**src/rtl/arm_pkg.sv**
```systemverilog
// Shared definitions for the multicycle datapath: long-multiply FSM states and default width.
package arm_pkg;

  localparam int unsigned MULL_WIDTH = 32;

  typedef enum logic [1:0] {
    StIdle,
    StRun,
    StFix,
    StWb
  } mull_state_t;

endpackage

```
**src/rtl/mull_unit_step.sv**
```systemverilog
// One radix-2 shift-add iteration: conditionally add the multiplicand into the high half,
// then shift the {carry, hi, lo} accumulator right by one.
module mull_step #(
  parameter int unsigned WIDTH = 32
) (
  input  logic [WIDTH-1:0] hi,
  input  logic [WIDTH-1:0] lo,
  input  logic [WIDTH-1:0] mcand,
  output logic [WIDTH-1:0] hi_next,
  output logic [WIDTH-1:0] lo_next
);

  logic [WIDTH:0] sum;

  always_comb begin
    sum     = {1'b0, hi} + (lo[0] ? {1'b0, mcand} : {(WIDTH + 1){1'b0}});
    hi_next = sum[WIDTH:1];
    lo_next = {sum[0], lo[WIDTH-1:1]};
  end

endmodule

```
**src/rtl/mull_unit.sv**
```systemverilog
// Multi-cycle long multiply (UMULL/SMULL/UMLAL/SMLAL) that writes RdLo/RdHi to the register
// file in a single dual-port writeback cycle.
module mull_unit
  import arm_pkg::*;
#(
  parameter int unsigned WIDTH = MULL_WIDTH
) (
  input  logic             clk,
  input  logic             reset,
  input  logic             start,
  input  logic             Signed,
  input  logic             Acc,
  input  logic [WIDTH-1:0] srca,
  input  logic [WIDTH-1:0] srcb,
  input  logic [WIDTH-1:0] acc_lo,
  input  logic [WIDTH-1:0] acc_hi,
  input  logic [3:0]       rdlo,
  input  logic [3:0]       rdhi,
  output logic             busy,
  output logic             done,
  output logic             we3,
  output logic [3:0]       a3,
  output logic [WIDTH-1:0] wd3,
  output logic [3:0]       a4,
  output logic [WIDTH-1:0] wd4,
  output logic             Long
);

  localparam int unsigned CW = $clog2(WIDTH);
  localparam int unsigned PW = 2 * WIDTH;

  mull_state_t state_q, state_d;

  logic [CW-1:0]    cnt_q;
  logic [WIDTH-1:0] mcand_q;
  logic [WIDTH-1:0] hi_q;
  logic [WIDTH-1:0] lo_q;
  logic [PW-1:0]    acc_q;
  logic             neg_q;
  logic             acc_en_q;
  logic [3:0]       rdlo_q;
  logic [3:0]       rdhi_q;
  logic [3:0]       a3_q;
  logic [3:0]       a4_q;
  logic [WIDTH-1:0] wd3_q;
  logic [WIDTH-1:0] wd4_q;

  logic [WIDTH-1:0] mag_a;
  logic [WIDTH-1:0] mag_b;
  logic [WIDTH-1:0] hi_next;
  logic [WIDTH-1:0] lo_next;
  logic [PW-1:0]    prod_mag;
  logic [PW-1:0]    prod_sgn;
  logic [PW-1:0]    result;

  // 0x80000000 negates to itself, which is the correct unsigned magnitude.
  always_comb begin
    mag_a = (Signed && srca[WIDTH-1]) ? (~srca + WIDTH'(1)) : srca;
    mag_b = (Signed && srcb[WIDTH-1]) ? (~srcb + WIDTH'(1)) : srcb;
  end

  mull_step #(
    .WIDTH(WIDTH)
  ) u_step (
    .hi     (hi_q),
    .lo     (lo_q),
    .mcand  (mcand_q),
    .hi_next(hi_next),
    .lo_next(lo_next)
  );

  // Sign fix-up and accumulate; carry out of the top bit is dropped.
  always_comb begin
    prod_mag = {hi_q, lo_q};
    prod_sgn = neg_q ? (~prod_mag + PW'(1)) : prod_mag;
    result   = prod_sgn + (acc_en_q ? acc_q : {PW{1'b0}});
  end

  always_comb begin
    state_d = state_q;
    unique case (state_q)
      StIdle:  if (start) state_d = StRun;
      StRun:   if (cnt_q == CW'(WIDTH - 1)) state_d = StFix;
      StFix:   state_d = StWb;
      StWb:    state_d = StIdle;
      default: state_d = StIdle;
    endcase
  end

  always_ff @(posedge clk) begin
    if (reset) begin
      state_q  <= StIdle;
      cnt_q    <= '0;
      mcand_q  <= '0;
      hi_q     <= '0;
      lo_q     <= '0;
      acc_q    <= '0;
      neg_q    <= 1'b0;
      acc_en_q <= 1'b0;
      rdlo_q   <= '0;
      rdhi_q   <= '0;
      a3_q     <= '0;
      a4_q     <= '0;
      wd3_q    <= '0;
      wd4_q    <= '0;
    end else begin
      state_q <= state_d;
      unique case (state_q)
        StIdle: begin
          if (start) begin
            cnt_q    <= '0;
            mcand_q  <= mag_a;
            hi_q     <= '0;
            lo_q     <= mag_b;
            acc_q    <= {acc_hi, acc_lo};
            neg_q    <= Signed & (srca[WIDTH-1] ^ srcb[WIDTH-1]);
            acc_en_q <= Acc;
            rdlo_q   <= rdlo;
            rdhi_q   <= rdhi;
          end
        end
        StRun: begin
          hi_q  <= hi_next;
          lo_q  <= lo_next;
          cnt_q <= cnt_q + CW'(1);
        end
        StFix: begin
          wd3_q <= result[WIDTH-1:0];
          wd4_q <= result[PW-1:WIDTH];
          a3_q  <= rdlo_q;
          a4_q  <= rdhi_q;
        end
        default: ;
      endcase
    end
  end

  always_comb begin
    busy = (state_q != StIdle);
    we3  = (state_q == StWb);
    done = we3;
    Long = we3;
    a3   = a3_q;
    a4   = a4_q;
    wd3  = wd3_q;
    wd4  = wd4_q;
  end

endmodule

```
**config.mk**
```make
export PLATFORM = sky130hd
export DESIGN_NAME = mull_unit
export DESIGN_NICKNAME = d
export VERILOG_FILES = /design/src/rtl/arm_pkg.sv /design/src/rtl/mull_unit_step.sv /design/src/rtl/mull_unit.sv
export SDC_FILE = /design/constraint.sdc
export NUM_CORES = 1
export LEC_CHECK = 0
export BUFFER_PORTS_ARGS = -buffer_cell sky130_fd_sc_hd__clkbuf_2
export CELL_PAD_IN_SITES_DETAIL_PLACEMENT = 1
export CELL_PAD_IN_SITES_GLOBAL_PLACEMENT = 1
export CORE_MARGIN = 8
export CORE_UTILIZATION = 35
export CTS_BUF_LIST = sky130_fd_sc_hd__clkbuf_4
export CTS_CLUSTER_DIAMETER = 40
export DETAILED_ROUTE_END_ITERATION = 6
export PLACE_DENSITY = 0.66
export SLEW_MARGIN = 15
export SYNTH_ARGS = -nofsm -noshare
export SYNTH_HDL_FRONTEND = slang
export SYNTH_HIERARCHICAL = 1
export SYNTH_SLANG_ARGS = --single-unit
```
**constraint.sdc**
```tcl
create_clock -name clk -period 6.8 [get_ports clk]
set_input_delay 0.34 -clock clk [delete_from_list [all_inputs] [get_ports clk]]
set_output_delay 0.34 -clock clk [all_outputs]
set_load 0.01 [all_outputs]
```
## Word-level counts from Yosys, hierarchy flattened

Index checks and enable logic that the tools add are counted.

| word-level totals | value |
|---|---|
| word-level logic and storage cells | 53 |
| bits in writable memories | 0 |
| memories | 0 |
| bits in read-only memories | 0 |
| bits in registers | 249 |
| bits of input ports | 141 |
| bits in latches | 0 |
| output and inout port bits | 76 |

| operators by class | value |
|---|---|
| div/mod/pow operators | 0 |
| add/subtract/negate cells | 6 |
| $lt $le $gt $ge | 0 |
| shift operators | 0 |
| reduce and logical (&&, ||, !) cells | 8 |
| bitwise gates (word level) | 5 |
| equal/unequal tests | 6 |
| muxes and demuxes | 14 |
| multipliers | 0 |

Operators by type and width:

| cell | number |
|---|---|
| 32-bit two-way mux | 5 |
| 64-bit two-way mux | 2 |
| 32-bit case mux with 2 select lines | 2 |
| 32-bit by 1-bit adder with 32-bit output (second input constant) | 2 |
| 64-bit by 1-bit adder with 64-bit output (second input constant) | 1 |
| 64-bit adder | 1 |
| 32-bit inverter | 2 |
| 64-bit inverter | 1 |
| 32-bit by 33-bit adder with 33-bit output | 1 |
| 5-bit case mux with 2 select lines | 1 |
| 2-bit case mux with 4 select lines | 1 |
| 2-bit AND reduction | 3 |
| 5-bit by 1-bit adder with 5-bit output (second input constant) | 1 |
| 5-bit == test (second input constant) | 1 |
| 5-bit two-way mux | 1 |
| 2-bit == test (second input constant) | 2 |
| 2-bit two-way mux | 2 |
| 2-bit != test (second input constant) | 2 |
| 2-bit nonzero test | 2 |
| 2-bit by 1-bit == test with 1-bit output (second input constant) | 1 |
| 1-bit logical AND | 2 |
| 2-bit logical NOT | 1 |
| 1-bit bitwise AND | 1 |
| 1-bit bitwise XOR | 1 |

## Depth between registers and ports, before layout

| logic depth | value |
|---|---|
| word-level depth | 5 |
| gate-level depth with buffers | 21 |
| gate-level depth less buffers | 21 |

## By module

Netlist, hierarchy kept.

Modules (own cells, without submodules):

| module | area an instance (um^2) | sequential area each (um^2) | instances | cells each |
|---|---|---|---|---|
| mull_unit | 16075.4 | 4984.8 | 1 | 2142 |
| mull_step | 2428.6 | 0.0 | 1 | 353 |

## Least setup slack after synthesis

Ideal clock, no wire load.

| timing path | value |
|---|---|
| kind | register to register |
| start point | register lo_q[22] |
| end point | register wd4_q[31], in the netlist wd4[31] |
| required time | 6.678 ns |
| data arrival time | 4.797 ns |
| period minus slack after synthesis | 4.918 ns |
| setup time | 0.122 ns |
| stages on the path, launching flop included | 18 |
| buffers on the path | 1 |
| path slack | 1.882 ns |
| cell sequence | dfxtp_1 or4_4 nor4_4 or3b_4 or3_4 or4_4 o41ai_1 xnor2_1 ha_1 clkbuf_1 nand4_1 or4_1 a211oi_1 or3b_2 o211ai_1 o21ai_0 nand2b_1 a221o_1 |

| between the ends | value |
|---|---|
| longest elaborated chain between the ends | 4 |

RTL lines:

| item | line | RTL |
|---|---|---|
| start: declaration | mull_unit.sv:37 | `logic [WIDTH-1:0] lo_q;` |
| start signal: assignment | mull_unit.sv:114 | `lo_q <= mag_b;` |
| start signal: assignment | mull_unit.sv:124 | `lo_q <= lo_next;` |
| 64-bit inverter | mull_unit.sv:75 | `prod_sgn = neg_q ? (~prod_mag + PW'(1)) : prod_mag;` |
| 64-bit by 1-bit adder with 64-bit output | mull_unit.sv:75 |  |
| 64-bit two-way mux (*) | mull_unit.sv:75 |  |
| 64-bit adder (*) | mull_unit.sv:76 | `result = prod_sgn + (acc_en_q ? acc_q : {PW{1'b0}});` |
| end signal: assignment | mull_unit.sv:129 | `wd4_q <= result[PW-1:WIDTH];` |
| end: declaration | mull_unit.sv:46 | `logic [WIDTH-1:0] wd4_q;` |

Every way passes the cells marked *; elsewhere a longest branch is shown, timed or not.
A chain may end at the register's enable or synchronous reset.

## Worst setup path in the final report

| timing path | value |
|---|---|
| start point | register lo_q[14] |
| end point | register wd4_q[31], in the netlist wd4[31] |

Same word-level chain as after synthesis.

==> tab_implementation.tex <==
\begin{tabular}{lr}
\hline
Metric & Value \\
\hline
\multicolumn{2}{l}{\textbf{Detailed routing}} \\
\quad DRC Markers & 0 \\
\quad Final WL & 69300 um \\
\quad Antenna-violating nets left & 0 \\
\quad Vias per std cell & 5.49 \\
\quad Number of iterations in the first detailed-routing pass & 5 \\
\quad Total via count in the routed design & 19072 \\
\quad Iteration-0 DRC count of the detailed router & 856 \\
\quad Average detailed-routed wire length per instance & 19.9 um \\
\multicolumn{2}{l}{\textbf{STA}} \\
\quad Setup violations, final & 0 \\
\quad Final slew viol count & 0 \\
\quad Worst slew margin & 0.273 \\
\quad Setup slack after layout & 1060 ps \\
\quad Final worst hold slack & 103 ps \\
\quad Final cycle utilization of the critical path & 0.844 \\
\quad Setup Skew & 69.8 ps \\
\quad Unrepaired setup endpoints after global routing & no \\
\quad Worst-margin pin slew & 1090 ps \\
\quad Fin Setup TNS & 0 ps \\
\quad Fin. Hold Viols & 0 \\
\quad Maximum frequency from static timing analysis & 174 MHz \\
\quad Period minus WS final & 5740 ps \\
\multicolumn{2}{l}{\textbf{Die}} \\
\quad Cell row count & 84 \\
\quad Count of boundary I/O pins & 217 \\
\quad Effective utilization at floorplan & 0.353 \\
\quad Height of the die & 246 um \\
\quad Die area & 60500 sq um \\
\quad Floorplan core area & 52400 sq um \\
\quad Die width & 246 um \\
\multicolumn{2}{l}{\textbf{Setup path}} \\
\quad Classification of the worst setup path & register to register \\
\quad Buffer and inverter count on the worst path & 0 \\
\quad Sort of element at the start of the critical path & register \\
\quad Cell type group with the largest total delay on the critical path & simple AND/OR/NAND/NOR gates \\
\quad CP Max Fanout & 8 \\
\quad Ordered list of cells on the worst path & or4\_4, nor4\_1, nand3\_2, or3\_4, or4\_4, o41ai\_1, xnor2\_1, ha\_1, nand4\_1, or4\_1, a211oi\_1, or3b\_2, o211ai\_1, o21ai\_0, nor4bb\_1, a221o\_1 \\
\quad Critical path's largest stage delay & 580 ps \\
\quad CP max stage cell & or4\_4 \\
\quad Data required time at the worst endpoint & 7530 ps \\
\quad Type of element capturing the critical path & register \\
\quad Crit path arrival time & 6470 ps \\
\quad Worst path most repeated cell & or4\_4 \\
\multicolumn{2}{l}{\textbf{Cells and area}} \\
\quad Top library cells by usage in the layout, fill and taps aside & 364 x nand2\_1, 248 x dfxtp\_1, 246 x a21oi\_1, 221 x nor2\_1, 215 x clkbuf\_2 \\
\quad Post-route cell area & 22000 sq um \\
\quad Sequential cell area & 4990 sq um \\
\quad Area grow syn2layout & 18.9\% \\
\quad Final net count & 2980 \\
\quad Final design utilization & 0.419 \\
\quad Footprint of the multi-input gates & 12500 sq um \\
\quad Most frequent standard cell in the layout excluding fill and tap cells & nand2\_1 \\
\quad Proportion of layout cells with a drive suffix above 1 & 0.142 \\
\quad Fillers & 6540 \\
\quad Final cell count without fillers & 3477 \\
\multicolumn{2}{l}{\textbf{Power}} \\
\quad Switching fraction of total power & 0.432 \\
\quad IR drop worst, VDD & 0.181 mV \\
\quad Static Leak & 9.14 nW \\
\quad Relative contribution of the clock network to total power & 0.256 \\
\quad Overall power of the completed layout & 6.30 mW \\
\quad Internal power component & 3.57 mW \\
\quad P\_sw & 2.72 mW \\
\quad Cell area power density & 286 nW/um\^{}2 \\
\quad Portion of total power attributed to combinational logic & 0.428 \\
\quad Share of power burned in registers & 0.316 \\
\multicolumn{2}{l}{\textbf{Yosys}} \\
\quad Post-synth net total & 2742 \\
\quad Flip-flop and latch count after synthesis & 249 \\
\quad Top\_reg\_cell synth & dfxtp\_1 \\
\quad Mean post-synth cell area & 7.42 sq um \\
\quad Count of mapped cells out of synthesis & 2495 \\
\quad Netlist cell types & 92 \\
\quad Post-synthesis instance area & 18500 sq um \\
\quad Post-synthesis sequential area ratio & 0.269 \\
\quad Total of warnings raised by yosys & 6 \\
\quad FFs w/ async S/R, synth & 0 \\
\quad Number of synthesized flops with an enable pin & 0 \\
\multicolumn{2}{l}{\textbf{Clock tree}} \\
\quad Number of buffers on the longest clock path & 3 \\
\quad \# clock sinks & 249 \\
\quad Clock tree from TritonCTS & done \\
\quad Clock Latency Late Sink & 830 ps \\
\quad CTS H-tree lvls & 3 \\
\quad Clock Tree Root & clkbuf\_4 \\
\quad Number of clock buffers inserted by TritonCTS & 77 \\
\quad Buffers inserted during post-CTS setup optimization & 0 \\
\quad Total of cells resized after clock tree synthesis & 0 \\
\quad Clock Pin Slew Worst Setup and Hold Paths & 60 ps \\
\multicolumn{2}{l}{\textbf{Placement}} \\
\quad Count of port buffers added during placement & 216 \\
\quad Cell count after placement & 3221 \\
\quad Weighted congestion reported at the end of routability-driven placement & 0.905 \\
\quad HPWL after detailed placement & 52200 um \\
\quad Placed inst area & 19700 sq um \\
\quad Post-Place Worst Slack & 1170 ps \\
\multicolumn{2}{l}{\textbf{Outcome}} \\
\quad Status & finished, final reports clean \\
\multicolumn{2}{l}{\textbf{GRT}} \\
\quad Wire length of the first global-routing pass & 111000 um \\
\quad Total Routing Usage GR & 0.226 \\
\quad Pin count of the biggest net entering global routing & 98 \\
\quad Vias in the first global route & 20118 \\
\quad Leftover overflow at the end of global routing & 0 \\
\quad Number of antenna violations at the first check in global routing & 3 \\
\multicolumn{2}{l}{\textbf{Run}} \\
\quad Maxcap violations & 0 \\
\multicolumn{2}{l}{\textbf{Min path}} \\
\quad Worst hold path class & primary input to register \\
\hline
\end{tabular}
## power by group through the flow
stage          combinational [mW]  clock, mW  sequential, mW
6_report                     2.70       1.61            1.99
5_1_grt                      2.97       1.76            2.02
4_1_cts                      2.73       1.68            1.99
3_5_place_dp                 2.66          0            2.02
3_3_place_gp                 2.61          0            2.00
2_1_floorplan                1.94          0            1.94
## worst register-to-register path: cells and delay by family, from the launching register on
| family | cells | cell delay [ps] |
|---|---|---|
| adder cells (fa/ha/maj) | 1 | 450 |
| XOR/XNOR | 1 | 120 |
| AO/OA/AOI/OAI | 5 | 1320 |
| flip-flops | 1 | 370 |
| AND/OR/NAND/NOR | 9 | 3430 |
## cells in the mapped netlist, types with 41 or more instances
cell type | count | area [sq um]
inv_1 | 52 | 195
nor2_1 | 222 | 833
and2_1 | 107 | 669
o21ai_0 | 124 | 621
ha_1 | 104 | 1300
xnor2_1 | 134 | 1170
mux2i_1 | 41 | 410
dfxtp_1 | 249 | 4980
a21oi_1 | 247 | 1240
nand3_1 | 42 | 210
a211oi_1 | 41 | 308
clkbuf_1 | 139 | 522
a21o_1 | 61 | 458
nand2_1 | 365 | 1370
xor2_1 | 50 | 438
nor3_1 | 44 | 220
## logic make-up after synthesis
kind of cell               share of synthesized area
buffers and inverters                         0.0567
xor gates and xnor gates                      0.0871
and+or+nand+nor                                0.249
AOI/OAI and AO/OA                              0.243
adders and majority gates                     0.0725
muxes                                         0.0228
DFF                                            0.269
## timing repair
action,4_1_cts,5_1_grt
hold endpoints to repair,117,0
setup endpoints to repair,0,0
hold buffers,121,0
## routing by layer
| layer | GRT usage | part of all wire | wire, um | vias up |
|---|---|---|---|---|
| li1 | - | - | - | 9347 |
| met1 | 0.269 | 0.43 | 30000 | 9221 |
| met3 | 0.0338 | 0.035 | 2460 | 117 |
| met2 | 0.405 | 0.50 | 34700 | 387 |
| met4 | 0.0862 | 0.030 | 2100 | 0 |
| met5 | 0 | 0 | 0 | - |
## path summary, 6_finish.rpt
check	from	to	slack (ps)	cells after the start
setup / recovery	lo_q[14]	wd4[31]	1060	16
hold / removal	srcb[26]	lo_q[26]	100	5
setup reg to reg	lo_q[14]	wd4[31]	1060	16
hold reg to reg	mcand_q[17]	mcand_q[17]	450	2
## flip-flops by register name (all words and copies together) (netlist names)
register,count
rdlo_q,4
neg_q,1
lo_q,32
acc_en_q,1
state_q,2
a4,4
wd4,32
rdhi_q,4
hi_q,32
a3,4
wd3,32
acc_q,64
cnt_q,5
mcand_q,32
## area by class of cell
cell class | instances | share of cell area
diodes | 2 | 0.000228
clock buffers | 105 | 0.0358
clock inverters | 28 | 0.0111
inverters | 53 | 0.00904
multi-input cells | 2001 | 0.569
flip-flops and latches | 249 | 0.227
well taps | 688 | 0.0391
repair buffers | 351 | 0.109
No activity file was read; power rests on OpenSTA's default activity.
